$ cat config.mk
export PLATFORM = sky130hd
export DESIGN_NAME = pool_stream_ctrl
export DESIGN_NICKNAME = d
export VERILOG_FILES = /design/src/rtl/pool_pkg.sv /design/src/rtl/pool_addr_gen.sv /design/src/rtl/pool_stream_ctrl.sv
export SDC_FILE = /design/constraint.sdc
export NUM_CORES = 1
export LEC_CHECK = 0
export CORE_MARGIN = 8
export CORE_UTILIZATION = 40
export DETAILED_ROUTE_END_ITERATION = 10
export PLACE_DENSITY = 0.76
export SLEW_MARGIN = 20
export SYNTH_ARGS = -nofsm -noshare
export SYNTH_HDL_FRONTEND = slang
export SYNTH_SLANG_ARGS = --single-unit
$ cat constraint.sdc
create_clock -name clk -period 1.7 [get_ports clk]
set_input_delay 0.34 -clock clk [delete_from_list [all_inputs] [get_ports clk]]
set_output_delay 0.34 -clock clk [all_outputs]
set_load 0.02 [all_outputs]
$ cat src/rtl/pool_pkg.sv
// Shared types and sizing helpers for the 2x2 pooling stream sequencer.
package pool_pkg;

    typedef enum logic [2:0] {
        IDLE,
        CLEAR,
        STREAM,
        DRAIN,
        DONE
    } state_e;

    // Counter/index width for a range of n values, never narrower than one bit.
    function automatic int cntWidth(input int n);
        return (n > 1) ? $clog2(n) : 1;
    endfunction

    localparam int CH_N_DEFAULT = 4;
    localparam int CH_W         = cntWidth(CH_N_DEFAULT);

endpackage

$ cat src/rtl/pool_addr_gen.sv
// Column/row/channel walker with a running read pointer for row-major feature maps.
module pool_addr_gen
    import pool_pkg::*;
#(
    parameter int IMG_W  = 8,
    parameter int IMG_H  = 8,
    parameter int CH_N   = 4,
    parameter int ADDR_W = 16,
    parameter int CHW    = cntWidth(CH_N)
) (
    input  logic              clk,
    input  logic              rst,
    input  logic              init_i,
    input  logic              adv_i,
    input  logic              nextCh_i,
    input  logic [ADDR_W-1:0] base_i,
    output logic [ADDR_W-1:0] addr_o,
    output logic [CHW-1:0]    ch_o,
    output logic              lastCol_o,
    output logic              lastPix_o,
    output logic              lastCh_o,
    output logic              winTag_o
);

    localparam int COL_W = cntWidth(IMG_W);
    localparam int ROW_W = cntWidth(IMG_H);

    logic [COL_W-1:0]  colQ, colD;
    logic [ROW_W-1:0]  rowQ, rowD;
    logic [CHW-1:0]    chQ, chD;
    logic [ADDR_W-1:0] ptrQ, ptrD;
    logic              lastRow;

    assign lastCol_o = (colQ == COL_W'(IMG_W - 1));
    assign lastRow   = (rowQ == ROW_W'(IMG_H - 1));
    assign lastPix_o = lastCol_o && lastRow;
    assign lastCh_o  = (chQ == CHW'(CH_N - 1));
    // Odd trailing column/row have even indices, so they never tag a window.
    assign winTag_o  = rowQ[0] & colQ[0];
    assign addr_o    = ptrQ;
    assign ch_o      = chQ;

    // The pointer just counts issued reads; channel planes are contiguous,
    // so stepping to the next channel needs no address adjustment.
    always_comb begin
        colD = colQ;
        rowD = rowQ;
        chD  = chQ;
        ptrD = ptrQ;
        if (init_i) begin
            colD = '0;
            rowD = '0;
            chD  = '0;
            ptrD = base_i;
        end else if (adv_i) begin
            ptrD = ptrQ + ADDR_W'(1);
            if (lastCol_o) begin
                colD = '0;
                rowD = lastRow ? '0 : rowQ + ROW_W'(1);
            end else begin
                colD = colQ + COL_W'(1);
            end
        end else if (nextCh_i) begin
            chD  = chQ + CHW'(1);
            colD = '0;
            rowD = '0;
        end
    end

    always_ff @(posedge clk) begin
        if (rst) begin
            colQ <= '0;
            rowQ <= '0;
            chQ  <= '0;
            ptrQ <= '0;
        end else begin
            colQ <= colD;
            rowQ <= rowD;
            chQ  <= chD;
            ptrQ <= ptrD;
        end
    end

endmodule

$ cat src/rtl/pool_stream_ctrl.sv
// Sequencer streaming a multi-channel feature map from SRAM into the 2x2 pooling line buffer.
module pool_stream_ctrl
    import pool_pkg::*;
#(
    parameter int DATA_W = 8,
    parameter int IMG_W  = 8,
    parameter int IMG_H  = 8,
    parameter int CH_N   = 4,
    parameter int ADDR_W = 16,
    localparam int CHW   = cntWidth(CH_N)
) (
    input  logic              clk,
    input  logic              rst,
    input  logic              start,
    input  logic [ADDR_W-1:0] base_addr,
    input  logic              out_ready,
    input  logic [DATA_W-1:0] rd_data,
    output logic              rd_en,
    output logic [ADDR_W-1:0] rd_addr,
    output logic              lb_rst,
    output logic              pix_valid,
    output logic [DATA_W-1:0] pix_data,
    output logic              pix_win,
    output logic [CHW-1:0]    ch_idx,
    output logic              busy,
    output logic              done
);

    state_e stateQ, stateD;

    logic           init, adv, nextCh;
    logic           lastCol, lastPix, lastCh, winTag;
    logic [CHW-1:0] ch;
    logic           pixValidQ, pixWinQ;
    logic [CHW-1:0] chIdxQ;

    pool_addr_gen #(
        .IMG_W  (IMG_W),
        .IMG_H  (IMG_H),
        .CH_N   (CH_N),
        .ADDR_W (ADDR_W),
        .CHW    (CHW)
    ) u_addr_gen (
        .clk       (clk),
        .rst       (rst),
        .init_i    (init),
        .adv_i     (adv),
        .nextCh_i  (nextCh),
        .base_i    (base_addr),
        .addr_o    (rd_addr),
        .ch_o      (ch),
        .lastCol_o (lastCol),
        .lastPix_o (lastPix),
        .lastCh_o  (lastCh),
        .winTag_o  (winTag)
    );

    always_ff @(posedge clk) begin
        if (rst) begin
            stateQ <= IDLE;
        end else begin
            stateQ <= stateD;
        end
    end

    // DRAIN separates the final read of a channel from the next clear so the
    // in-flight pixel lands in the line buffer before it is wiped.
    always_comb begin
        stateD = stateQ;
        init   = 1'b0;
        adv    = 1'b0;
        nextCh = 1'b0;
        rd_en  = 1'b0;
        lb_rst = 1'b0;
        done   = 1'b0;
        busy   = 1'b1;
        unique case (stateQ)
            IDLE: begin
                busy = 1'b0;
                if (start) begin
                    init   = 1'b1;
                    stateD = CLEAR;
                end
            end
            CLEAR: begin
                lb_rst = 1'b1;
                stateD = STREAM;
            end
            STREAM: begin
                rd_en = out_ready;
                adv   = out_ready;
                if (out_ready && lastPix) begin
                    stateD = DRAIN;
                end
            end
            DRAIN: begin
                if (lastCh) begin
                    stateD = DONE;
                end else begin
                    nextCh = 1'b1;
                    stateD = CLEAR;
                end
            end
            DONE: begin
                done   = 1'b1;
                stateD = IDLE;
            end
            default: stateD = IDLE;
        endcase
    end

    // One-cycle delay of the read strobe and its tags to line up with rd_data.
    always_ff @(posedge clk) begin
        if (rst) begin
            pixValidQ <= 1'b0;
            pixWinQ   <= 1'b0;
            chIdxQ    <= '0;
        end else begin
            pixValidQ <= rd_en;
            pixWinQ   <= rd_en & winTag;
            if (rd_en) begin
                chIdxQ <= ch;
            end
        end
    end

    assign pix_valid = pixValidQ;
    assign pix_win   = pixWinQ;
    assign ch_idx    = chIdxQ;
    assign pix_data  = pixValidQ ? rd_data : '0;

    logic unusedLastCol;
    assign unusedLastCol = lastCol;

endmodule

==> flow_summary.yaml <==
cells_and_area:
  final_common_cell: "clkdlybuf4s50_1"
  fin_util: 0.651
  antenna_cells: 0
  final_nets: 305
  n_fill_cell: 337
  area_delta_synth_final_pct: 59.9
  final_cell_mix: "clkdlybuf4s50_1 (37), buf_4 (24), nor2_1 (22)"
  layout-drive-gt1-share: 0.217
critical_path:
  cp_max_fo: 3
  cpPeakStageDelay_ns: 0.56
  slowest_stage: "or4_4"
  cp.arrival_ns: 1.89
  path_cells: "nand4_1 -> or4_4 -> or3_1 -> a311oi_2"
  crit_path_start_kind: "flop"
  path_class: "flop to flop"
  cp-end-kind: "flop"
  required_ns: 1.90
route:
  first_pass_iters: 4
  vias_per_cell: 5.11
  wirelength_mm: 4.49
  drc: 0
  wl_per_cell_um: 13.9
  drt_iter0_drc: 83
  dr_total_vias: 1647
  ant_nets: 0
global_routing:
  grt_max_degree: 21
  grt_pass1_wl_mm: 7.24
  grt_pass1_vias: 1557
  antenna_found_initial: 0
  grt_overflow: 0
  grtUsageTotal: 0.144
clock_network:
  cts_tree: "done"
  post_cts.repair.setup_buffers: 0
  insertion_delay_ns: 0.29
  cts_buffer_depth: 2
  hold_buffers: 0
  path_clk_slew_ns: 0.07
  cts_root_buffer: "clkbuf_8"
  cts_sinks: 31
  h-tree-depth: 2
  cts_buffers: 5
yosys:
  syn_area_mm2: 0.00161
  ys_types: 37
  synthArstFlopShare: 0
  synth-seq-cells: 31
  yosys_warnings: 0
  ys.flop_type: "dfxtp_1"
  avgSynthCellArea_um2: 8.40
  synth_top_area_frac: 0.387
  synth_area_leader_cell: "dfxtp_1"
  yosysSeqAreaShare: 0.387
  synthTopCellsByArea: "dfxtp_1 (39%), nor2_1 (5.1%), ha_1 (4.7%)"
  syn_nets: 225
  synthCells: 191
  synth_edf_count: 0
timing:
  maxSlewHeadroom: 0.769
  rsz0062_at_grt: "true"
  hold_viol: 0
  worst_pin_slew_ns: 0.343
  period_share: 0.991
  post-route-min-period_ns: 1.68
  drv_slew: 0
  fin_skew_ns: 0.00698
  setup_viol: 0
  fmax_mhz: 594
power_and_ir_drop:
  pwr-share-seq: 0.402
  p_sw_uw: 571
  switching_share: 0.275
  intPower_mw: 1.51
  powerDensity_mw_per_mm2: 809
  combPwrFrac: 0.237
  pwr-share-clk: 0.361
  total_power_mw: 2.08
  peakVddDrop_uv: 406
  leakagePower_nw: 1.06
placement:
  hpwl_mm: 3.41
  port_buffers: 59
  globalplace.congestion: 0.790
outcome:
  run_status: "complete, no violations"
floorplan:
  die_w_um: 79.4
  dieHeight_um: 79.4
  initial_utilization: 0.407
  die_area_mm2: 0.00630
  ioPinCount: 60
  fp.coreArea_mm2: 0.00394
  num_rows: 23
job:
  max_cap_violations: 0
worst_hold_path:
  holdCritPathClass: "flop to flop"
-- synth_stat cells (2+ instances only) --
master	count
ha_1	6
and2_1	8
nand2_1	18
nand4_1	6
o21ai_0	4
a311oi_1	2
clkbuf_1	7
or3_1	4
a31oi_1	3
nor4_1	6
nand3_1	5
a21oi_1	7
xor2_1	2
nor2_1	22
inv_1	7
dfxtp_1	31
xnor2_1	8
nand2b_1	3
mux2i_1	3
nor3b_1	4
buf_1	2
and3_1	2
a211oi_1	8
a32oi_1	3
nor3_1	8
-- cell type report --
| cell class | count | area (µm²) | area share |
|---|---|---|---|
| sequential | 31 | 662 | 0.258 |
| inverter | 7 | 26.3 | 0.0102 |
| clock buffer | 6 | 82.6 | 0.0322 |
| timing repair buffer | 84 | 756 | 0.294 |
| tap | 50 | 62.6 | 0.0244 |
| multi-input combinational | 142 | 943 | 0.367 |
| clock inverter | 2 | 35.0 | 0.0136 |
-- critical path, delay by kind of cell (launching register included) --
family	cells	cell delay, ns
AO/OA/AOI/OAI	1	0.22
flip-flops	1	0.34
AND/OR/NAND/NOR	3	1.04
-- per-layer routing --
layer / vias to the layer above / global-route usage / share of wire
li1: 846 / - / -
met1: 757 / 0.169 / 0.45
met2: 37 / 0.244 / 0.49
met3: 7 / 0.0395 / 0.045
met4: 0 / 0.0500 / 0.013
met5: - / 0 / 0
-- power by group through the flow --
stage	registers (mW)	logic [mW]	clock network [mW]
after floorplan	0.902	0.193	0
after global routing	0.842	0.534	0.807
after global placement	0.847	0.498	0
after CTS	0.835	0.491	0.769
after detailed placement	0.849	0.504	0
final	0.836	0.492	0.750
-- registers in the layout, summed over array words and instances (netlist names) --
signal             flops
ch_idx                 2
pix_valid              1
pix_win                1
stateQ                 3
u_addr_gen.addr_o     16
u_addr_gen.ch_o        2
u_addr_gen.colQ        3
u_addr_gen.rowQ        3
-- final timing paths --
check / startpoint / endpoint / slack, ns / cells after the start
max: u_addr_gen.addr_o[7] / u_addr_gen.addr_o[13] / 0.02 / 4
min: ch_idx[1] / ch_idx[1] / 0.46 / 2
max reg2reg: u_addr_gen.addr_o[7] / u_addr_gen.addr_o[13] / 0.02 / 4
min reg2reg: ch_idx[1] / ch_idx[1] / 0.46 / 2
-- cells by family after synthesis --
logic type	share of synthesized area
fa+ha+maj	0.0468
simple gates	0.316
compound gates	0.129
buf+inv	0.0475
xor+xnor	0.0546
mux	0.0187
flops	0.387
-- repair_timing --
| item | CTS | global route |
|---|---|---|
| resized for setup | 26 | 13 |
| pin swaps | 2 | 1 |
| gates cloned | 0 | 0 |
| endpoints found under the setup margin | 30 | 16 |
-- per-stage QoR --
step | setup TNS [ns] | std cells | instance area, µm² | setup slack (ns) | hold WS, ns
floorplan | -0.0142 | 191 | 1650 | -0.0142 | 0.420
finish | 0 | 322 | 2570 | 0.0159 | 0.460
global placement | -7.76 | 314 | 2440 | -0.403 | 0.448
detailed placement | -8.38 | 314 | 2440 | -0.426 | 0.459
CTS | -0.00221 | 322 | 2540 | -0.00221 | 0.469
global route | -0.0542 | 322 | 2570 | -0.0463 | 0.492
Power figures use the tool's default switching activity.
